--- src/rtl/pulse_coincidence_core.sv ---
// pulse_coincidence_core
// Edge-conditions the raw photon lines, applies a per-channel lag, counts
// pairwise coincidences over a fixed window and streams each window's
// pair counts out through a valid/ready handshake.
module pulse_coincidence_core #(
  parameter int NUM_INPUTS         = 12,
  parameter int RESOLUTION         = 16,
  parameter int MAX_DELAY          = 4,
  parameter int INTEGRATION_CYCLES = 400000,
  parameter int ACTIVE_LOW         = 1,
  localparam int NUM_CORRELATORS   = NUM_INPUTS * (NUM_INPUTS - 1) / 2,
  localparam int DELAY_BITS        = $clog2(MAX_DELAY + 1),
  localparam int IDX_BITS          = (NUM_CORRELATORS > 1) ? $clog2(NUM_CORRELATORS) : 1
) (
  input  logic                             clk,
  input  logic                             rst,
  input  logic [NUM_INPUTS-1:0]            pulse_in,
  input  logic [NUM_INPUTS*DELAY_BITS-1:0] delay_sel,
  input  logic                             enable,
  output logic [NUM_INPUTS-1:0]            pulse_out,
  output logic                             integration_clk_pulse,
  output logic                             out_valid,
  input  logic                             out_ready,
  output logic [IDX_BITS-1:0]              out_index,
  output logic [RESOLUTION-1:0]            out_count,
  output logic                             out_last,
  output logic                             overrun
);

  localparam int WCNT_W = $clog2(INTEGRATION_CYCLES);
  localparam logic [WCNT_W-1:0]     WCNT_LAST  = WCNT_W'(INTEGRATION_CYCLES - 1);
  localparam logic [IDX_BITS-1:0]   IDX_LAST   = IDX_BITS'(NUM_CORRELATORS - 1);
  localparam logic [NUM_INPUTS-1:0] IDLE_LEVEL = (ACTIVE_LOW != 0) ? '1 : '0;

  typedef enum logic {S_IDLE, S_STREAM} state_t;

  // Saturating increment: a full counter stays full instead of wrapping.
  function automatic logic [RESOLUTION-1:0] sat_inc(input logic [RESOLUTION-1:0] v,
                                                     input logic hit);
    return (hit && !(&v)) ? v + RESOLUTION'(1) : v;
  endfunction

  // Lag request clamped to the physical depth of the delay line.
  function automatic int clamp_lag(input logic [DELAY_BITS-1:0] s);
    return (int'(s) > MAX_DELAY) ? MAX_DELAY : int'(s);
  endfunction

  logic [NUM_INPUTS-1:0]      prev_p0;
  logic [NUM_INPUTS-1:0]      edge_p0;
  logic [MAX_DELAY-1:0]       dly_p1 [NUM_INPUTS];
  logic [NUM_INPUTS-1:0]      d_p1;
  logic [NUM_CORRELATORS-1:0] hit_p1;
  logic [RESOLUTION-1:0]      cnt_p2 [NUM_CORRELATORS];
  logic [RESOLUTION-1:0]      shadow [NUM_CORRELATORS];
  logic [WCNT_W-1:0]          wcnt;
  logic [IDX_BITS-1:0]        idx;
  state_t                     state_q, state_d;
  logic                       win_end, accept, final_acc, take_snap;

  // ---- stage p0: edge detection on the raw lines ----
  assign edge_p0 = (ACTIVE_LOW != 0) ? (prev_p0 & ~pulse_in) : (~prev_p0 & pulse_in);

  // Previous-level register and registered one-cycle edge pulses.
  always_ff @(posedge clk) begin
    if (rst) begin
      prev_p0   <= IDLE_LEVEL;
      pulse_out <= '0;
    end else begin
      prev_p0   <= pulse_in;
      pulse_out <= edge_p0;
    end
  end

  // ---- stage p1: per-channel lag and pair coincidence ----
  // Delay lines shift every cycle, independent of enable.
  always_ff @(posedge clk) begin
    for (int i = 0; i < NUM_INPUTS; i++) begin
      if (rst) begin
        dly_p1[i] <= '0;
      end else begin
        dly_p1[i][0] <= pulse_out[i];
        for (int t = 1; t < MAX_DELAY; t++) dly_p1[i][t] <= dly_p1[i][t-1];
      end
    end
  end

  // Tap select: lag 0 is the undelayed pulse, lag L is tap L-1.
  always_comb begin
    d_p1 = '0;
    for (int i = 0; i < NUM_INPUTS; i++) begin
      if (clamp_lag(delay_sel[i*DELAY_BITS +: DELAY_BITS]) == 0)
        d_p1[i] = pulse_out[i];
      else
        d_p1[i] = dly_p1[i][clamp_lag(delay_sel[i*DELAY_BITS +: DELAY_BITS]) - 1];
    end
  end

  for (genvar gi = 0; gi < NUM_INPUTS - 1; gi++) begin : g_row
    for (genvar gj = gi + 1; gj < NUM_INPUTS; gj++) begin : g_col
      localparam int K = gi * NUM_INPUTS - gi * (gi + 1) / 2 + (gj - gi - 1);
      assign hit_p1[K] = d_p1[gi] & d_p1[gj];
    end
  end

  // ---- stage p2: window, counters and snapshot ----
  assign win_end   = enable && (wcnt == WCNT_LAST);
  assign accept    = out_valid && out_ready;
  assign final_acc = accept && (idx == IDX_LAST);
  assign take_snap = win_end && ((state_q == S_IDLE) || final_acc);

  // Window position counts enabled cycles only.
  always_ff @(posedge clk) begin
    if (rst)         wcnt <= '0;
    else if (enable) wcnt <= win_end ? '0 : wcnt + WCNT_W'(1);
  end

  // Coincidence counters clear at window end; the snapshot includes that cycle's hit.
  always_ff @(posedge clk) begin
    for (int k = 0; k < NUM_CORRELATORS; k++) begin
      if (rst) begin
        cnt_p2[k] <= '0;
        shadow[k] <= '0;
      end else begin
        if (enable)    cnt_p2[k] <= win_end ? '0 : sat_inc(cnt_p2[k], hit_p1[k]);
        if (take_snap) shadow[k] <= sat_inc(cnt_p2[k], hit_p1[k]);
      end
    end
  end

  // Window strobe and sticky flag for snapshots lost while still streaming.
  always_ff @(posedge clk) begin
    if (rst) begin
      integration_clk_pulse <= 1'b0;
      overrun               <= 1'b0;
    end else begin
      integration_clk_pulse <= win_end;
      if (win_end && (state_q == S_STREAM) && !final_acc) overrun <= 1'b1;
    end
  end

  // Stream state and beat index registers.
  always_ff @(posedge clk) begin
    if (rst) begin
      state_q <= S_IDLE;
      idx     <= '0;
    end else begin
      state_q <= state_d;
      if (take_snap || final_acc) idx <= '0;
      else if (accept)            idx <= idx + IDX_BITS'(1);
    end
  end

  // Next-state: a fresh snapshot starts or restarts the dump.
  always_comb begin
    state_d = state_q;
    case (state_q)
      S_IDLE:   if (win_end) state_d = S_STREAM;
      S_STREAM: if (final_acc && !win_end) state_d = S_IDLE;
      default:  state_d = S_IDLE;
    endcase
  end

  // Beat outputs are driven only while streaming.
  always_comb begin
    out_valid = 1'b0;
    out_index = '0;
    out_count = '0;
    out_last  = 1'b0;
    if (state_q == S_STREAM) begin
      out_valid = 1'b1;
      out_index = idx;
      out_count = shadow[idx];
      out_last  = (idx == IDX_LAST);
    end
  end

endmodule
--- config.mk ---
export PLATFORM = sky130hd
export DESIGN_NAME = pulse_coincidence_core
export DESIGN_NICKNAME = d
export VERILOG_FILES = /design/src/rtl/pulse_coincidence_core.sv
export SDC_FILE = /design/constraint.sdc
export NUM_CORES = 2
export LEC_CHECK = 0
export CORE_UTILIZATION = 40
export CTS_BUF_LIST = sky130_fd_sc_hd__clkbuf_8
export CTS_CLUSTER_DIAMETER = 120
export DETAILED_ROUTE_END_ITERATION = 16
export GPL_ROUTABILITY_DRIVEN = 0
export GPL_TIMING_DRIVEN = 1
export MAX_ROUTING_LAYER = met4
export PLACE_DENSITY_LB_ADDON = 0.25
export SYNTH_ARGS = -nofsm -noshare
export SYNTH_HDL_FRONTEND = slang
export SYNTH_SLANG_ARGS = --single-unit
--- constraint.sdc ---
create_clock -name clk -period 88.6 [get_ports clk]
set_input_delay 13.29 -clock clk [delete_from_list [all_inputs] [get_ports clk]]
set_output_delay 13.29 -clock clk [all_outputs]
set_load 0.05 [all_outputs]
* Yosys cells after proc, flatten, opt, wreduce, memory -nomap -nowiden
Memories as Yosys holds them, arrays and structs flattened. A register that Yosys moved wholly into a read port is not among the register bits.
Index checks and enable logic that the tools add are counted.
** Word-level totals
- Register bits :: 53
- Output and inout bits :: 39
- Input bits :: 52
- Logic and storage cells :: 978
- Memories kept :: 3
- RAM bits :: 2160
** Memories
- cnt_p2 :: words 66, bits a word 16, rd ports 66, clocked after Yosys merged registers in 0, write ports 66, line 53 : logic [RESOLUTION-1:0] cnt_p2 [NUM_CORRELATORS];
- shadow :: words 66, bits a word 16, rd ports 1, clocked after Yosys merged registers in 1, write ports 66, line 54 : logic [RESOLUTION-1:0] shadow [NUM_CORRELATORS];
- dly_p1 :: words 12, bits a word 4, rd ports 12, clocked after Yosys merged registers in 0, write ports 12, line 50 : logic [MAX_DELAY-1:0] dly_p1 [NUM_INPUTS];
** Cells by class
- $add $sub $neg :: 80
- Muxes and demuxes :: 391
- Bitwise operators :: 249
- Eq/ne operators :: 2
- Reductions and logical operators :: 222
- Order comparisons :: 24
** Operators with widths (count)
- 2-to-1 mux 16 bit :: 265
- adder 16 x 1 -> 16 bit (second input constant) :: 66
- AND reduction 16 bit :: 66
- logical NOT 32 bit :: 12
- OR 1 bit :: 180
- 2-to-1 mux 1 bit :: 97
- logical AND 1 bit :: 73
- logical NOT 1 bit :: 68
- AND 1 bit :: 66
- < comparator 4 bit (second input constant) :: 12
- subtractor 3 x 1 -> 4 bit (second input constant) :: 12
- greater-than comparator 3 bit (second input constant) :: 12
- 2-to-1 mux 3 bit :: 12
- binary-select mux 1 bit (select 2 bit) :: 12
- 2-to-1 mux 7 bit :: 3
- adder 19 x 1 -> 19 bit (second input constant) :: 1
- == test 19 bit (second input constant) :: 1
- 2-to-1 mux 19 bit :: 1
- AND 12 bit :: 1
- inverter 12 bit :: 1
- adder 7 x 1 -> 7 bit (second input constant) :: 1
- == test 7 bit (second input constant) :: 1
- logical OR 1 bit :: 2
- case mux 1 bit (2 select lines) :: 1
- 2 further kinds :: 2

* Depth between registers and ports, before layout
- Word-level depth :: 12
- Gate-level depth with buffers :: 11
- Depth with buffers taken out :: 8

* Worst setup path before layout
OpenSTA, ideal clock, no wires.
- Path kind :: input -> register
- From :: input rst
- To :: memory shadow[0][0], enable pin
- Slack :: 15.661 ns
- Cell stages on the path :: 2
- Setup time :: 3.118 ns
- Data arrival time :: 69.820 ns
- Path buffers :: 0
- Data required time :: 85.482 ns
- Path through :: inv_1 a31oi_1
** RTL lines
- start: declaration :: line 16 : input logic rst,
- end: declaration :: line 54

==> results.json <==
{
  "outcome": "finished, final reports clean",
  "synth_area_leaders": "edfxtp_1, nor2_1, xnor2_1, mux2i_1, mux4_2",
  "synth_seq_cells": 2220,
  "cts_max_level": 5,
  "synth_top_area_share": 0.5618,
  "via_per_inst": 5.882,
  "cts-resized-gates": 0,
  "critical_path_class": "flop to output pin",
  "path_max_fanout": 112,
  "drv_cap": 0,
  "slew_headroom": 0.08654,
  "drive_gt1_frac": 0.08173,
  "num_vias": 82040,
  "grt_max_degree": 186,
  "grt_pass1_vias": 78710,
  "dr_wl_met2_um": 147000,
  "ios": 91,
  "maxClockFrequency_mhz": 51.07,
  "finalNetCount": 10060,
  "crit_slowest_cell": "nor4bb_1",
  "wl_um": 327700,
  "synth_commonest_cells": "edfxtp_1, nor2_1, xnor2_1, nor4_1, nand2_1",
  "async_flop_share": 0,
  "crit_arrival_ns": 6.29,
  "synth.avg_cell_area_um2": 11.33,
  "track_usage": 0.2305,
  "power_density_nw_per_um2": 18.50,
  "place.port_buffers": 90,
  "path_cells": "buf_4 -> buf_12 -> nor4bb_1 -> a22oi_1 -> nand3_1 -> a2111oi_0 -> a22oi_1 -> o21ai_0 -> clkdlybuf4s50_1",
  "synthCells": 9960,
  "min_period_ns": 19.58,
  "rsz0062_at_grt": "no",
  "cts_tree": "done",
  "synth_nets": 10090,
  "synth_flop_cell": "edfxtp_1",
  "met1_length_um": 139600,
  "final_max_slew_viol_count": 0,
  "cts_root_buf": "clkbuf_8",
  "yosysTopAreaCell": "edfxtp_1",
  "hold_viol_final": 0,
  "die_y_um": 533.2,
  "drcViolationCount": 0,
  "post_cts.repair.setup_buffers": 0,
  "skew_ns": 0.06394,
  "timing.final.crit_share": 0.2210,
  "peakVddDrop_uv": 15.68,
  "worstPathRequired_ns": 75.31,
  "wl_per_cell_um": 23.49,
  "antenna_left": 0,
  "antenna_found_initial": 19,
  "hold_class": "flop to flop",
  "dpl.hpwl_um": 215800,
  "grt_pass1_wl_um": 489800,
  "drt-initial-drc-count": 9003,
  "die_w_um": 533.2,
  "cts.sinks": 2220,
  "crit_path_start_kind": "flop",
  "dr_wl_met3_um": 26180,
  "max_slew.worst_pin.slew_ns": 1.360,
  "crit_top_cell": "a22oi_1",
  "ys_types": 80,
  "clock_latency_ns": 1.01,
  "synth-edff-count": 2112,
  "cts_buffers": 380,
  "cts_hold_buf": 0,
  "syn_area_um2": 112900,
  "clockBufferDepth": 4,
  "endpoint_kind": "output pin",
  "synth_most_common_cell": "edfxtp_1",
  "setup_viol": 0,
  "num_rows": 194,
  "hold_slack_ns": 0.4056,
  "finalSetupTns_ns": 0,
  "initial_core_util": 0.4030,
  "grt_overflow": 0,
  "area_delta_synth_final_pct": 9.743,
  "slowest_delay_ns": 1.03,
  "final_core_util": 0.4422,
  "coreArea_um2": 280100,
  "yosys_warnings": 0,
  "synth_seq_area_share": 0.5810,
  "drt-pass1-iter-count": 6,
  "top_layer": "met4",
  "leakagePower_nw": 37.74,
  "die_area_um2": 284300,
  "clk_pin_slew_ns": 0.06
}
-- area by class of cell --
class,instances,area (um^2)
fill,25940,156200
sequential,2220,65600
multi-input combinational,7052,44540
clock buffer,389,5354
tap,3724,4659
timing repair buffer,205,1897
clock inverter,279,1541
inverter,72,277.8
antenna,6,15.01
-- sequential cells by signal (all words and copies together), names as in the netlist, named ones only --
register               count
state_q                    1
integration_clk_pulse      1
wcnt                      19
dly_p1                    48
overrun                    1
shadow                  1056
idx                        7
pulse_out                 12
prev_p0                   12
cnt_p2                  1056
-- power breakdown --
| part | switching, mW | internal (mW) | total (mW) |
|---|---|---|---|
| sequential | 0.0450 | 1.21 | 1.25 |
| combinational | 0.111 | 0.0435 | 0.154 |
| clock | 0.436 | 0.448 | 0.884 |
-- per-stage QoR --
stage / cell area, um^2 / instances / setup WS (ns) / power, mW
final: 123900 / 13950 / 69.02 / 2.292
after global routing: 123900 / 13950 / 68.91 / 2.371
after CTS: 123900 / 13940 / 69.03 / 2.308
after detailed placement: 117000 / 13270 / 68.99 / 1.426
after global placement: 117000 / 13270 / 69.21 / 1.422
after floorplan: 112900 / 9960 / 15.66 / 1.432
-- logic make-up after synthesis --
kind of cell,synth area share
AO/OA/AOI/OAI,0.03404
XOR/XNOR,0.06533
adder cells (fa/ha/maj),0.008978
buffers and inverters,0.02617
flip-flops,0.5810
multiplexers,0.06546
AND/OR/NAND/NOR,0.2190
-- layout by cell type, fill, tap and decap left out, types with 25 or more instances in the layout --
cell type        synthesis  routed
nor2b_1                 60      60
inv_1                   71     181
and3_1                 214     214
clkdlybuf4s50_1          0      89
and2_1                  68      67
a21oi_1                157     156
nor4_1                 558     557
clkbuf_8                 0     389
o31ai_1                 25      25
nand2_1                522     519
mux4_2                 158     158
or4_1                   53      53
nand3_1                447     446
nor3_1                 300     299
xnor2_1                715     715
edfxtp_1              2112    2112
xor2_1                 127     127
nand2b_1                67      67
clkinv_2                 0      46
or3_1                   87      87
o22ai_1                 38      38
buf_4                    4     104
nor4b_1                 75      75
or2_2                   26      26
a22oi_1                 74      74
and4_1                 112     112
nor2_1                2072    2071
dfxtp_1                108     103
a31oi_1                 26      25
nand4_1                281     281
mux2i_1                358     358
ha_1                    81      81
clkinv_1                 1      93
o21ai_0                 68      68
-- final timing paths --
kind	startpoint	to	slack, ns	cells after the start
worst max-delay path	flop	out_count[10]	69.02	9
worst min-delay path	prev_p0[10]	pulse_out[10]	0.41	2
worst max register to register	wcnt[0]	shadow[8][15]	82.35	9
worst min register to register	prev_p0[10]	pulse_out[10]	0.41	2
-- metal layers --
metal	up-vias	track usage
li1	37110	-
met1	40650	0.3105
met2	3625	0.3445
met3	651	0.03630
met4	0	0.1001
met5	-	-
-- worst max-delay path: cells and delay by family (launching register included) --
| family | cells | cell delay, ns |
|---|---|---|
| buffers and inverters | 3 | 1.86 |
| AO/OA/AOI/OAI | 4 | 1.42 |
| AND/OR/NAND/NOR | 2 | 1.17 |
| flip-flops | 1 | 0.51 |
No activity file was read; power rests on OpenSTA's default activity.
